===== src/rtl/pc_sequencer.sv =====
// pc_sequencer: word-addressed program counter with next-PC selection
// (sequential, branch, jump, register jump) and an optional hardware
// return-address stack, built only when the macro PC_SEQ_RAS_EN is defined.
// Without it, ret behaves as jr and link is ignored.
module pc_sequencer #(
    parameter int              PC_W      = 32,
    parameter int              JADDR_W   = 26,
    parameter int              IMM_W     = 16,
    parameter logic [PC_W-1:0] RESET_PC  = '0,
    parameter int              RAS_DEPTH = 4
) (
    input  logic               clk,
    input  logic               rst_n,
    input  logic               stall,
    input  logic               branch_taken,
    input  logic [IMM_W-1:0]   branch_off,
    input  logic               jump,
    input  logic [JADDR_W-1:0] jump_addr,
    input  logic               link,
    input  logic               jr,
    input  logic               ret,
    input  logic [PC_W-1:0]    jr_target,
    output logic [PC_W-1:0]    pc,
    output logic [PC_W-1:0]    pc_plus1,
    output logic               ras_empty,
    output logic               ras_full,
    output logic               ras_ovf
);

    logic [PC_W-1:0] branch_target;
    logic [PC_W-1:0] jump_target;
    logic [PC_W-1:0] next_pc;
    logic [PC_W-1:0] ras_top;
    logic            ret_hit;   // ret served from the stack rather than jr_target

    assign pc_plus1      = pc + 1'b1;
    assign branch_target = pc_plus1 + PC_W'($signed(branch_off));
    assign jump_target   = {pc_plus1[PC_W-1:JADDR_W], jump_addr};

`ifdef PC_SEQ_RAS_EN
    localparam int PTR_W = $clog2(RAS_DEPTH);
    localparam int CNT_W = $clog2(RAS_DEPTH + 1);

    logic [PC_W-1:0]  ras_mem [RAS_DEPTH];
    logic [PTR_W-1:0] ptr;      // next free slot; top of stack is ptr-1
    logic [PTR_W-1:0] ptr_inc;
    logic [PTR_W-1:0] ptr_dec;
    logic [CNT_W-1:0] cnt;
    logic             ovf_q;
    logic             link_eff;
    logic             do_push;
    logic             do_pop;
    logic             do_replace;

    assign ptr_inc   = (ptr == PTR_W'(RAS_DEPTH - 1)) ? '0 : ptr + 1'b1;
    assign ptr_dec   = (ptr == '0) ? PTR_W'(RAS_DEPTH - 1) : ptr - 1'b1;
    assign ras_top   = ras_mem[ptr_dec];
    assign ras_empty = (cnt == '0);
    assign ras_full  = (cnt == CNT_W'(RAS_DEPTH));
    assign ras_ovf   = ovf_q;

    // link only counts alongside a jump; ret+link on a non-empty stack swaps the top in place
    assign link_eff   = link & (jump | jr);
    assign do_push    = link_eff & (~ret | ras_empty);
    assign do_replace = link_eff & ret & ~ras_empty;
    assign do_pop     = ret & ~ras_empty & ~link_eff;
    assign ret_hit    = ret & ~ras_empty;

    // Stack entries: written on push (overwriting the oldest when full) or top replacement
    // NOTE: entries carry no reset; count and pointer alone define validity, so storage stays plain RAM.
    always_ff @(posedge clk) begin
        if (!stall) begin
            if (do_push) begin
                ras_mem[ptr] <= pc_plus1;
            end else if (do_replace) begin
                ras_mem[ptr_dec] <= pc_plus1;
            end
        end
    end

    // Stack pointer, occupancy count and sticky overflow flag
    always_ff @(posedge clk or negedge rst_n) begin
        if (!rst_n) begin
            ptr   <= '0;
            cnt   <= '0;
            ovf_q <= 1'b0;
        end else if (!stall) begin
            if (do_push) begin
                ptr <= ptr_inc;
                if (ras_full) begin
                    ovf_q <= 1'b1;
                end else begin
                    cnt <= cnt + 1'b1;
                end
            end else if (do_pop) begin
                ptr <= ptr_dec;
                cnt <= cnt - 1'b1;
            end
        end
    end
`else
    logic unused_ras;

    assign ras_top    = '0;
    assign ret_hit    = 1'b0;
    assign ras_empty  = 1'b1;
    assign ras_full   = 1'b0;
    assign ras_ovf    = 1'b0;
    assign unused_ras = link & (RAS_DEPTH > 1);
`endif

    // Next-PC priority mux: ret, jr, jump, branch, sequential
    // NOTE: every branch assigns next_pc and a default is given first, so no latch can be inferred.
    always_comb begin
        next_pc = pc_plus1;
        if (ret_hit) begin
            next_pc = ras_top;
        end else if (ret || jr) begin
            next_pc = jr_target;
        end else if (jump) begin
            next_pc = jump_target;
        end else if (branch_taken) begin
            next_pc = branch_target;
        end
    end

    // PC register, held while stalled
    // NOTE: sequential state uses non-blocking assignment so all registers see pre-edge values.
    always_ff @(posedge clk or negedge rst_n) begin
        if (!rst_n) begin
            pc <= RESET_PC;
        end else if (!stall) begin
            pc <= next_pc;
        end
    end

endmodule


===== config.mk =====
export PLATFORM = sky130hd
export DESIGN_NAME = pc_sequencer
export DESIGN_NICKNAME = d
export VERILOG_FILES = /design/src/rtl/pc_sequencer.sv
export SDC_FILE = /design/constraint.sdc
export NUM_CORES = 1
export LEC_CHECK = 0
export ABC_AREA = 1
export ABC_CLOCK_PERIOD_IN_PS = 3100
export CAP_MARGIN = 20
export CELL_PAD_IN_SITES_DETAIL_PLACEMENT = 0
export CELL_PAD_IN_SITES_GLOBAL_PLACEMENT = 1
export CORE_MARGIN = 2
export CORE_UTILIZATION = 33
export CTS_CLUSTER_SIZE = 12
export DETAILED_ROUTE_END_ITERATION = 10
export HOLD_SLACK_MARGIN = 0.15
export MAX_ROUTING_LAYER = met4
export PLACE_DENSITY_LB_ADDON = 0.1
export SYNTH_ARGS = -nofsm -noshare
export SYNTH_HDL_FRONTEND = slang
export SYNTH_SLANG_ARGS = --single-unit

===== constraint.sdc =====
create_clock -name clk -period 3.1 [get_ports clk]
set_input_delay 0.62 -clock clk [delete_from_list [all_inputs] [get_ports clk]]
set_output_delay 0.62 -clock clk [all_outputs]
set_load 0.005 [all_outputs]

==> metrics.yaml <==
floorplan.initialDensity: 0.338
clk-insertion-delay-late_ns: 0.28
grt_pass1_wl_mm: 36.3
drt-wirelength-per-cell_um: 14.9
die_area_mm2: 0.0189
crit_path_end_kind: "primary output"
core.rowCount: 48
finalClockSkew_ns: 0.00404
clk_pin_slew_ns: 0.06
finalHoldWorstSlack_ns: 0.562
regToRegSetupSlack_ns: 0.11
final_common_cell: "sky130_fd_sc_hd__nand2_1"
antenna_violating_nets_post_route: 0
timing.final.crit_share: 0.975
port_buffers: 144
timing.critical_path.required_ns: 2.48
drt_first_pass_iters: 7
p_total_mw: 3.23
ys_seq_area_frac: 0.137
totalNegativeSetupSlack_ns: 0
hold_end: "pc[31]$_DFFE_PN0N_"
hold_path.startpoint: "pc[31]$_DFFE_PN0N_"
core-area_mm2: 0.0174
dp_worst_setup_slack_ns: -0.158
finish.net_count: 1530
leading_cell_types_by_total_area_after_synthesis: "sky130_fd_sc_hd__nand2_1, sky130_fd_sc_hd__dfrtp_1, sky130_fd_sc_hd__inv_1, sky130_fd_sc_hd__nor2_1, sky130_fd_sc_hd__ha_1"
most_common_flop_cell_mapped_by_yosys: "sky130_fd_sc_hd__dfrtp_1"
die_height_um: 137
finalCriticalPeriod_ns: 3.02
overall_via_count_from_detail_route: 7556
power_per_cell_area_mw_per_mm2: 337
timing_worst_slew_pin_value_ns: 0.633
flops_latches_synth: 32
post_synthesis_cell_type_with_the_largest_combined_area: "sky130_fd_sc_hd__nand2_1"
clock-sinks: 32
htreeDepth: 2
cts_inserted_buffers: 5
grt_max_degree: 53
synth_enable_flop_cells: 0
hold_path_depth: 2
totalWireLength_mm: 24.3
cellLeakagePower_nw: 4.93
ff2ff_path_depth: 17
ys_async_sr_fraction: 1.00
fraction_of_final_layout_cells_sized_beyond_drive_strength_1: 0.259
max-clock-path-buffers: 2
critical_path_peak_fanout: 5
critical_path.reg2reg.endpoint: "pc[7]$_DFFE_PN0N_"
gr-usage-all-layers: 0.261
synthesis.area_mm2: 0.00586
antenna_found_initial: 0
setup_viol: 0
hold_violations: 0
finalCoreUtilization: 0.552
leading_registers_by_flop_count: "pc x32"
layout_setup_ws_ns: 0.0779
postSynthCellCount: 1129
largest-register: "pc"
cts_tree: "done"
fp.dieW_um: 137
worstPathArrival_ns: 2.40
highest_count_cells_in_the_layout_ignoring_fill_and_taps: "sky130_fd_sc_hd__nand2_1, sky130_fd_sc_hd__inv_1, sky130_fd_sc_hd__buf_4"
critical_path.startpoint: "pc[1]$_DFFE_PN0N_"
stdcell_area_mm2: 0.00957
place.gp.congestion: 0.893
finish.cell_count_without_fillers: 1634
path_class: "flop to primary output"
worst_setup_path_start_kind: "flop"
fraction_of_post_synthesis_cell_area_in_the_top_cell_type_by_area: 0.298
boundaryPins: 149
largest_reg_flops: 32
cap_violations: 0
syn2layout_area_growth_pct: 63.3
n_antenna_cell: 0
run_status: "finished clean"
routed_via_density: 4.62
per_instance_average_area_after_synthesis_um2: 5.19
worst_slew_margin_rel: 0.578
grt_pass1_vias: 6927
worst_r2r_startpoint: "pc[1]$_DFFE_PN0N_"
numPlacedInstances: 1609
detailedPlacementHpwl_mm: 20.2
synth.yosys.warnings: 0
max_freq_mhz: 331
min-delay-path-class: "flop to flop"
n_fill_cell: 1842
rsz0062_at_grt: "true"
finalMaxSlewViolations: 0
drt-initial-drc-count: 391
placement.cell_area_mm2: 0.00852
ctsHoldBuffers: 0
clock-root-buffer: "sky130_fd_sc_hd__clkbuf_16"
post-route-drc-count: 0
synth.lib_cells_used.distinct: 43
global_route.overflow_total: 0
peakVddDrop_v: 0.000241
## per-layer routing
| layer | routed length, um | track usage | up-vias |
|---|---|---|---|
| met5 | 0 | - | - |
| met4 | 312 | 0.0464 | 0 |
| met2 | 11100 | 0.415 | 181 |
| li1 | - | - | 3994 |
| met3 | 962 | 0.0169 | 16 |
| met1 | 11900 | 0.369 | 3365 |
## cell usage after synthesis, types with 2 or more instances
| master | number |
|---|---|
| sky130_fd_sc_hd__a21oi_1 | 43 |
| sky130_fd_sc_hd__inv_2 | 2 |
| sky130_fd_sc_hd__o21ai_0 | 15 |
| sky130_fd_sc_hd__clkinv_1 | 2 |
| sky130_fd_sc_hd__buf_4 | 3 |
| sky130_fd_sc_hd__clkbuf_1 | 19 |
| sky130_fd_sc_hd__o211ai_1 | 7 |
| sky130_fd_sc_hd__nor3_1 | 13 |
| sky130_fd_sc_hd__nand2_2 | 8 |
| sky130_fd_sc_hd__conb_1 | 2 |
| sky130_fd_sc_hd__o221ai_1 | 2 |
| sky130_fd_sc_hd__nand3b_1 | 5 |
| sky130_fd_sc_hd__nand4_1 | 10 |
| sky130_fd_sc_hd__o21bai_1 | 3 |
| sky130_fd_sc_hd__nor2_4 | 8 |
| sky130_fd_sc_hd__and2_1 | 2 |
| sky130_fd_sc_hd__nor2_2 | 4 |
| sky130_fd_sc_hd__nand2_4 | 2 |
| sky130_fd_sc_hd__a22oi_1 | 2 |
| sky130_fd_sc_hd__dfrtp_1 | 32 |
| sky130_fd_sc_hd__o21ai_1 | 5 |
| sky130_fd_sc_hd__xor2_1 | 16 |
| sky130_fd_sc_hd__nor2_1 | 137 |
| sky130_fd_sc_hd__nand2_1 | 466 |
| sky130_fd_sc_hd__ha_1 | 39 |
| sky130_fd_sc_hd__buf_2 | 2 |
| sky130_fd_sc_hd__inv_1 | 190 |
| sky130_fd_sc_hd__nand3_1 | 67 |
| sky130_fd_sc_hd__a21o_1 | 2 |
| sky130_fd_sc_hd__or2_2 | 4 |
| sky130_fd_sc_hd__xnor2_1 | 5 |
## power breakdown
| group | switching [mW] | total [mW] | internal (mW) |
|---|---|---|---|
| clock | 0.193 | 0.514 | 0.321 |
| combinational | 1.14 | 2.17 | 1.02 |
| sequential | 0.0787 | 0.550 | 0.471 |
## area by class of cell
class | instances | area, um^2 | area share
well taps | 225 | 282 | 0.0294
multi-input cells | 877 | 4970 | 0.519
flip-flops and latches | 32 | 817 | 0.0853
inverters | 194 | 728 | 0.0761
repair buffers | 298 | 2630 | 0.275
clock buffers | 8 | 146 | 0.0153
## logic make-up after synthesis
| family | Yosys count | synth area share |
|---|---|---|
| compound gates | 82 | 0.0785 |
| xor+xnor | 22 | 0.0341 |
| fa+ha+maj | 40 | 0.0866 |
| buf+inv | 221 | 0.147 |
| flops | 32 | 0.137 |
| other cells | 2 | 0.00128 |
| simple gates | 730 | 0.515 |
## worst max path at each step
stage / to / slack [ns]
6_report: pc_plus1[13] / 0.08
5_1_grt: pc[24]$_DFFE_PN0N_ / -0.06
4_1_cts: pc[24]$_DFFE_PN0N_ / 0.002
3_5_place_dp: pc[14]$_DFFE_PN0N_ / -0.16
3_3_place_gp: pc[14]$_DFFE_PN0N_ / -0.06
2_1_floorplan: pc[28]$_DFFE_PN0N_ / 0.40
## critical path: stages, from the launching register on
cell and delay [ns]:
sky130_fd_sc_hd__dfrtp_1 0.36, sky130_fd_sc_hd__buf_4 0.14, sky130_fd_sc_hd__nand2_1 0.06, sky130_fd_sc_hd__nor2_2 0.13, sky130_fd_sc_hd__nand2_2 0.11, sky130_fd_sc_hd__nor2_4 0.21, sky130_fd_sc_hd__nand2_4 0.11, sky130_fd_sc_hd__xnor2_4 0.33
sky130_fd_sc_hd__buf_4 0.17, sky130_fd_sc_hd__clkdlybuf4s50_1 0.49
## timing repair
| action | CTS | global route |
|---|---|---|
| gates resized for setup | 14 | 181 |
| hold endpoints to repair | 0 | 0 |
| setup endpoints to repair | 17 | 33 |
| pin swaps | 2 | 38 |
| gates cloned | 0 | 0 |
| setup buffers | 0 | 17 |
Power figures use the tool's default switching activity.
==> RTL change 1: new RTL, same settings <==
Add a define of `PC_SEQ_RAS_EN`.
--- a/src/rtl/pc_sequencer.sv
+++ b/src/rtl/pc_sequencer.sv
@@ -3,4 +3,6 @@
 // return-address stack, built only when the macro PC_SEQ_RAS_EN is defined.
 // Without it, ret behaves as jr and link is ignored.
+`define PC_SEQ_RAS_EN
+
 module pc_sequencer #(
     parameter int              PC_W      = 32,
Formal check against the unedited RTL: not equivalent (Yosys sat finds a counterexample within 4 cycles, from zero or initial values and one cycle with rst_n low).
==> RTL change 1 against the original RTL <==
The run now ends with negative setup slack left. Power grew to 5.0 times the old value. Cell area is 81% higher. Die area is 84% higher. Sequential cell count is 134 higher. Worst hold slack worse by 0.089 ns. Wire length is 86% higher. Clock power grew to 4.1 times the old value. Via count is 52% higher. Sequential share of layout area is 19 points higher. Clock skew is 0.021 ns higher. Synthesized cell count is 27% higher. Global-route usage is 0.70 points higher. Setup slack worse by 0.16 ns. Area after synthesis is 87% higher. Critical endpoint is now pc[21]$_DFFE_PN0N_. Largest cell class unchanged.
==> RTL change 1: results (changes against the original RTL) <==
* Metal-1 WL at 21490 um (was 11880 um)
* DR WL met2 at 20590 um (was 11130 um)
* Largest regs: ras_mem: 128 flops, pc: 32 flops, cnt: 3 flops (was pc: 32 flops)
* Largest net degree at the start of global routing at 65 (was 53)
* Post-synth ARST share at 22.89% (was 100.0%)
* Failing checks: negative setup slack
* Grt met1 use at 37.85% (was 36.86%)
* Met3 Use GR at 3.174% (was 1.692%)
* Post-synth EDFFs at 128 (was 0)
* Worst path max stage delay at 0.38 ns (was 0.49 ns)
* Detail Placement HPWL at 34200 um (was 20160 um)
* Post-Synth XOR/XNOR Area at 2.613% (was 3.414%)
* Arrival time of the worst setup path at 3.51 ns (was 2.40 ns)
* Final Setup Violations at 9 (was 0)
* Slack of the critical path at -0.08697 ns (was 0.07788 ns)
* Post-Syn Area per Cell at 7.626 um2 (was 5.194 um2)
* Fill count at 3087 (was 1842)
* Final Non-Filler Cells at 2287 (was 1634)
* H-tree level count at 4 (was 2)
* Crit path max fanout at 4 (was 5)
* Sequential element share of the synthesized area at 43.72% (was 13.65%)
* Leak at 0.007629 uW (was 0.004933 uW)
* DP Area at 14720 um2 (was 8523 um2)
* Status: finished with violations (was finished, final reports clean)
* Crit path max-delay family: simple AND/OR/NAND/NOR gates (was buffers and inverters)
RTL change 1: final timing paths:
check / startpoint / slack (ns) / depth (start not counted) / end
worst max-delay path: pc[0]$_DFFE_PN0N_ / -0.09 / 23 / pc[21]$_DFFE_PN0N_
worst min-delay path: ras_ovf$_DFFE_PN0P_ / 0.47 / 1 / ras_ovf$_DFFE_PN0P_
worst max register to register: pc[0]$_DFFE_PN0N_ / -0.09 / 23 / pc[21]$_DFFE_PN0N_
worst min register to register: ras_ovf$_DFFE_PN0P_ / 0.47 / 1 / ras_ovf$_DFFE_PN0P_
max in group asynchronous: rst_n / 1.95 / 3 / pc[22]$_DFFE_PN0N_
min in group asynchronous: rst_n / 0.61 / 2 / pc[0]$_DFFE_PN0N_
RTL change 1: cell families after synthesis:
family,count (synthesis)
simple gates,731
buf+inv,211
flops,166
xor+xnor,31
fa+ha+maj,45
compound gates,254
RTL change 1: layout make-up:
class                      instances  share of cell area, %
timing repair buffer             425                  22.15
clock buffer                      20                  2.633
tap                              442                  3.188
sequential                       166                  27.69
inverter                         161                  3.585
clock inverter                    12                 0.7429
multi-input combinational       1061                  40.01
RTL change 1: what timing repair did:
| action | 4_1_cts | 5_1_grt |
|---|---|---|
| setup buffers | 19 | 22 |
| endpoints found under the hold margin | 0 | 8 |
| gates resized for setup | 193 | 247 |
| endpoints found under the setup margin | 46 | 46 |
| pin swaps | 40 | 125 |
| hold buffers | 0 | 1 |
RTL change 1: power groups by stage:
stage / Combinational, uW / Sequential, uW / Clock [uW]
floorplan: 3960 / 3390 / 0
global placement: 8610 / 3340 / 0
detailed placement: 8640 / 3340 / 0
CTS: 9460 / 3320 / 2140
global route: 11400 / 3380 / 2230
finish: 10600 / 3340 / 2110
==> RTL change 2: new RTL, config.mk and constraints unchanged <==
Made on the original files. Register the input `jr_target` before use, cleared by the reset. The logic sees it one clock later. The other inputs are not delayed to match.
--- a/src/rtl/pc_sequencer.sv
+++ b/src/rtl/pc_sequencer.sv
@@ -27,4 +27,14 @@
     output logic               ras_ovf
 );
+
+    logic [PC_W-1:0] jr_target_q;
+
+    always_ff @(posedge clk or negedge rst_n) begin
+        if (!rst_n) begin
+            jr_target_q <= '0;
+        end else begin
+            jr_target_q <= jr_target;
+        end
+    end
 
     logic [PC_W-1:0] branch_target;
@@ -117,5 +127,5 @@
             next_pc = ras_top;
         end else if (ret || jr) begin
-            next_pc = jr_target;
+            next_pc = jr_target_q;
         end else if (jump) begin
             next_pc = jump_target;
Function: changed (a bounded check fails within 4 cycles, from zero or initial values and one cycle with rst_n low).
==> RTL change 2 against the original RTL <==
Cell area up 9.1%. Area after synthesis increased by 13%. Critical path type unchanged. Wire length up 2.3%. Setup slack better by 0.044 ns. Power rose by 30%. Sequential cell count up 32. Die area rose by 13%. Worst hold slack got worse by 0.26 ns. Critical endpoint is now pc_plus1[26].
==> RTL change 2: results (changes against the original RTL) <==
* DP Area at 9330 um2 (was 8523 um2)
* Worst-Skew Late Latency at 0.32 ns (was 0.28 ns)
* Worst reg-to-reg setup slack at 0.12 ns
* Detail Placement HPWL at 20670 um (was 20160 um)
* DR WL met2 at 11460 um (was 11130 um)
* Sequential element share of the synthesized area at 24.14% (was 13.65%)
* Synth top area cells: nand2_1 (25%), dfrtp_1 (24%), inv_1 (10%), ha_1 (7.4%), nor2_1 (7.4%) (was nand2_1 (30%), dfrtp_1 (14%), inv_1 (12%), nor2_1 (8.8%), ha_1 (8.3%))
* DR WL met3 at 829 um (was 962 um)
* Via Count at 7678 (was 7556)
* All-layer global routing usage at 23.44% (was 26.11%)
* Nets at 1551 (was 1530)
* Arrival time of the worst setup path at 2.36 ns (was 2.40 ns)
* Synth cell types at 45 (was 43)
* Met2 Use GR at 37.55% (was 41.54%)
* Largest net degree at the start of global routing at 56 (was 53)
* Leak at 0.005365 uW (was 0.004933 uW)
* Share of cells above drive strength 1 at 23.71% (was 25.90%)
* Dpl ws at -0.04829 ns (was -0.1583 ns)
* H-tree level count at 3 (was 2)
* Drt first pass iters at 5 (was 7)
* Max VDD drop at 0.3848 mV (was 0.2406 mV)
* Resized cells post-CTS at 13 (was 14)
* Setup Skew at 0.006583 ns (was 0.004036 ns)
* Status: finished, final reports clean (unchanged)
* Worst rel slew slack at 60.11% (was 57.79%)
* Routability cong. at 0.9009 (was 0.8933)
* Wire per inst at 14.62 um (was 14.86 um)
* Met3 Use GR at 1.348% (was 1.692%)
* Clock root cell: clkbuf_16 (unchanged)
* Metal-1 WL at 12150 um (was 11880 um)
* Antenna fix cells at 0 (unchanged)
* Critical path launch point: pc[5]$_DFFE_PN0N_ (was pc[1]$_DFFE_PN0N_)
* Top cells by count, synth: nand2_1 (450), inv_1 (184), nor2_1 (130), nand3_1 (72), dfrtp_1 (64) (was nand2_1 (466), inv_1 (190), nor2_1 (137), nand3_1 (67), a21oi_1 (43))
* Critical R2R Launch: pc[0]$_DFFE_PN0N_ (was pc[1]$_DFFE_PN0N_)
* F_max at 0.3358 GHz (was 0.3309 GHz)
* Critical Path End: pc_plus1[26] (was pc_plus1[13])
* Largest regs: jr_target_q: 32 flops, pc: 32 flops (was pc: 32 flops)
* Vias in the first global route at 7279 (was 6927)
* FF-to-FF path depth at 19 (was 17)
## RTL change 2: cell count changes in the layout (fill, tap and decap cells not counted), sizes merged, moves of 4 or more
cell and delta:
nand4 +8, nand3 +5, o21ai +6, dfrtp +32, clkbuf +5, nor2 -7, inv -6, clkinv +6
nand2 -16, and2 +4
## RTL change 2: kinds of logic (layout without fill, tap and decap cells)
kind of cell / Yosys count / in the layout / synth area share (%)
other cells: 2 / 3 / 0.1132
fa+ha+maj: 40 / 40 / 7.658
compound gates: 83 / 83 / 6.884
flops: 64 / 64 / 24.14
buf+inv: 218 / 504 / 13.13
simple gates: 718 / 718 / 45.06
xor+xnor: 22 / 22 / 3.018
## RTL change 2: worst max-delay path, cell delays in order, from the launching register on
cell and delay [ns]:
dfrtp_1 0.38, nand2_2 0.10, nor3_4 0.21, nand2_2 0.10, nor2_4 0.20, buf_4 0.16
nand3_1 0.06, nand2_1 0.08, and2_4 0.16, buf_4 0.10, clkdlybuf4s50_1 0.48
## RTL change 2: area by class of cell
cell class,count,area [um2]
Clock buffer,13,250.2
Multi-Input combinational cell,866,4871
Sequential cell,64,1605
Tap cell,265,331.6
Timing Repair Buffer,295,2596
Clock inverter,3,65.06
Inverter,193,724.4
Fill cell,2051,9146
## RTL change 2: metrics by stage
stage / hold WS (ns) / cells
2_1_floorplan: 0.3244 / 1148
3_3_place_gp: 0.5015 / 1671
3_5_place_dp: 0.4994 / 1671
4_1_cts: 0.3199 / 1687
5_1_grt: 0.3526 / 1699
6_report: 0.3016 / 1699
## RTL change 2: power by group
part | internal, uW | switching, uW | total (uW)
clock | 724 | 326 | 1050
combinational | 1010 | 1140 | 2150
sequential | 908 | 75.2 | 983
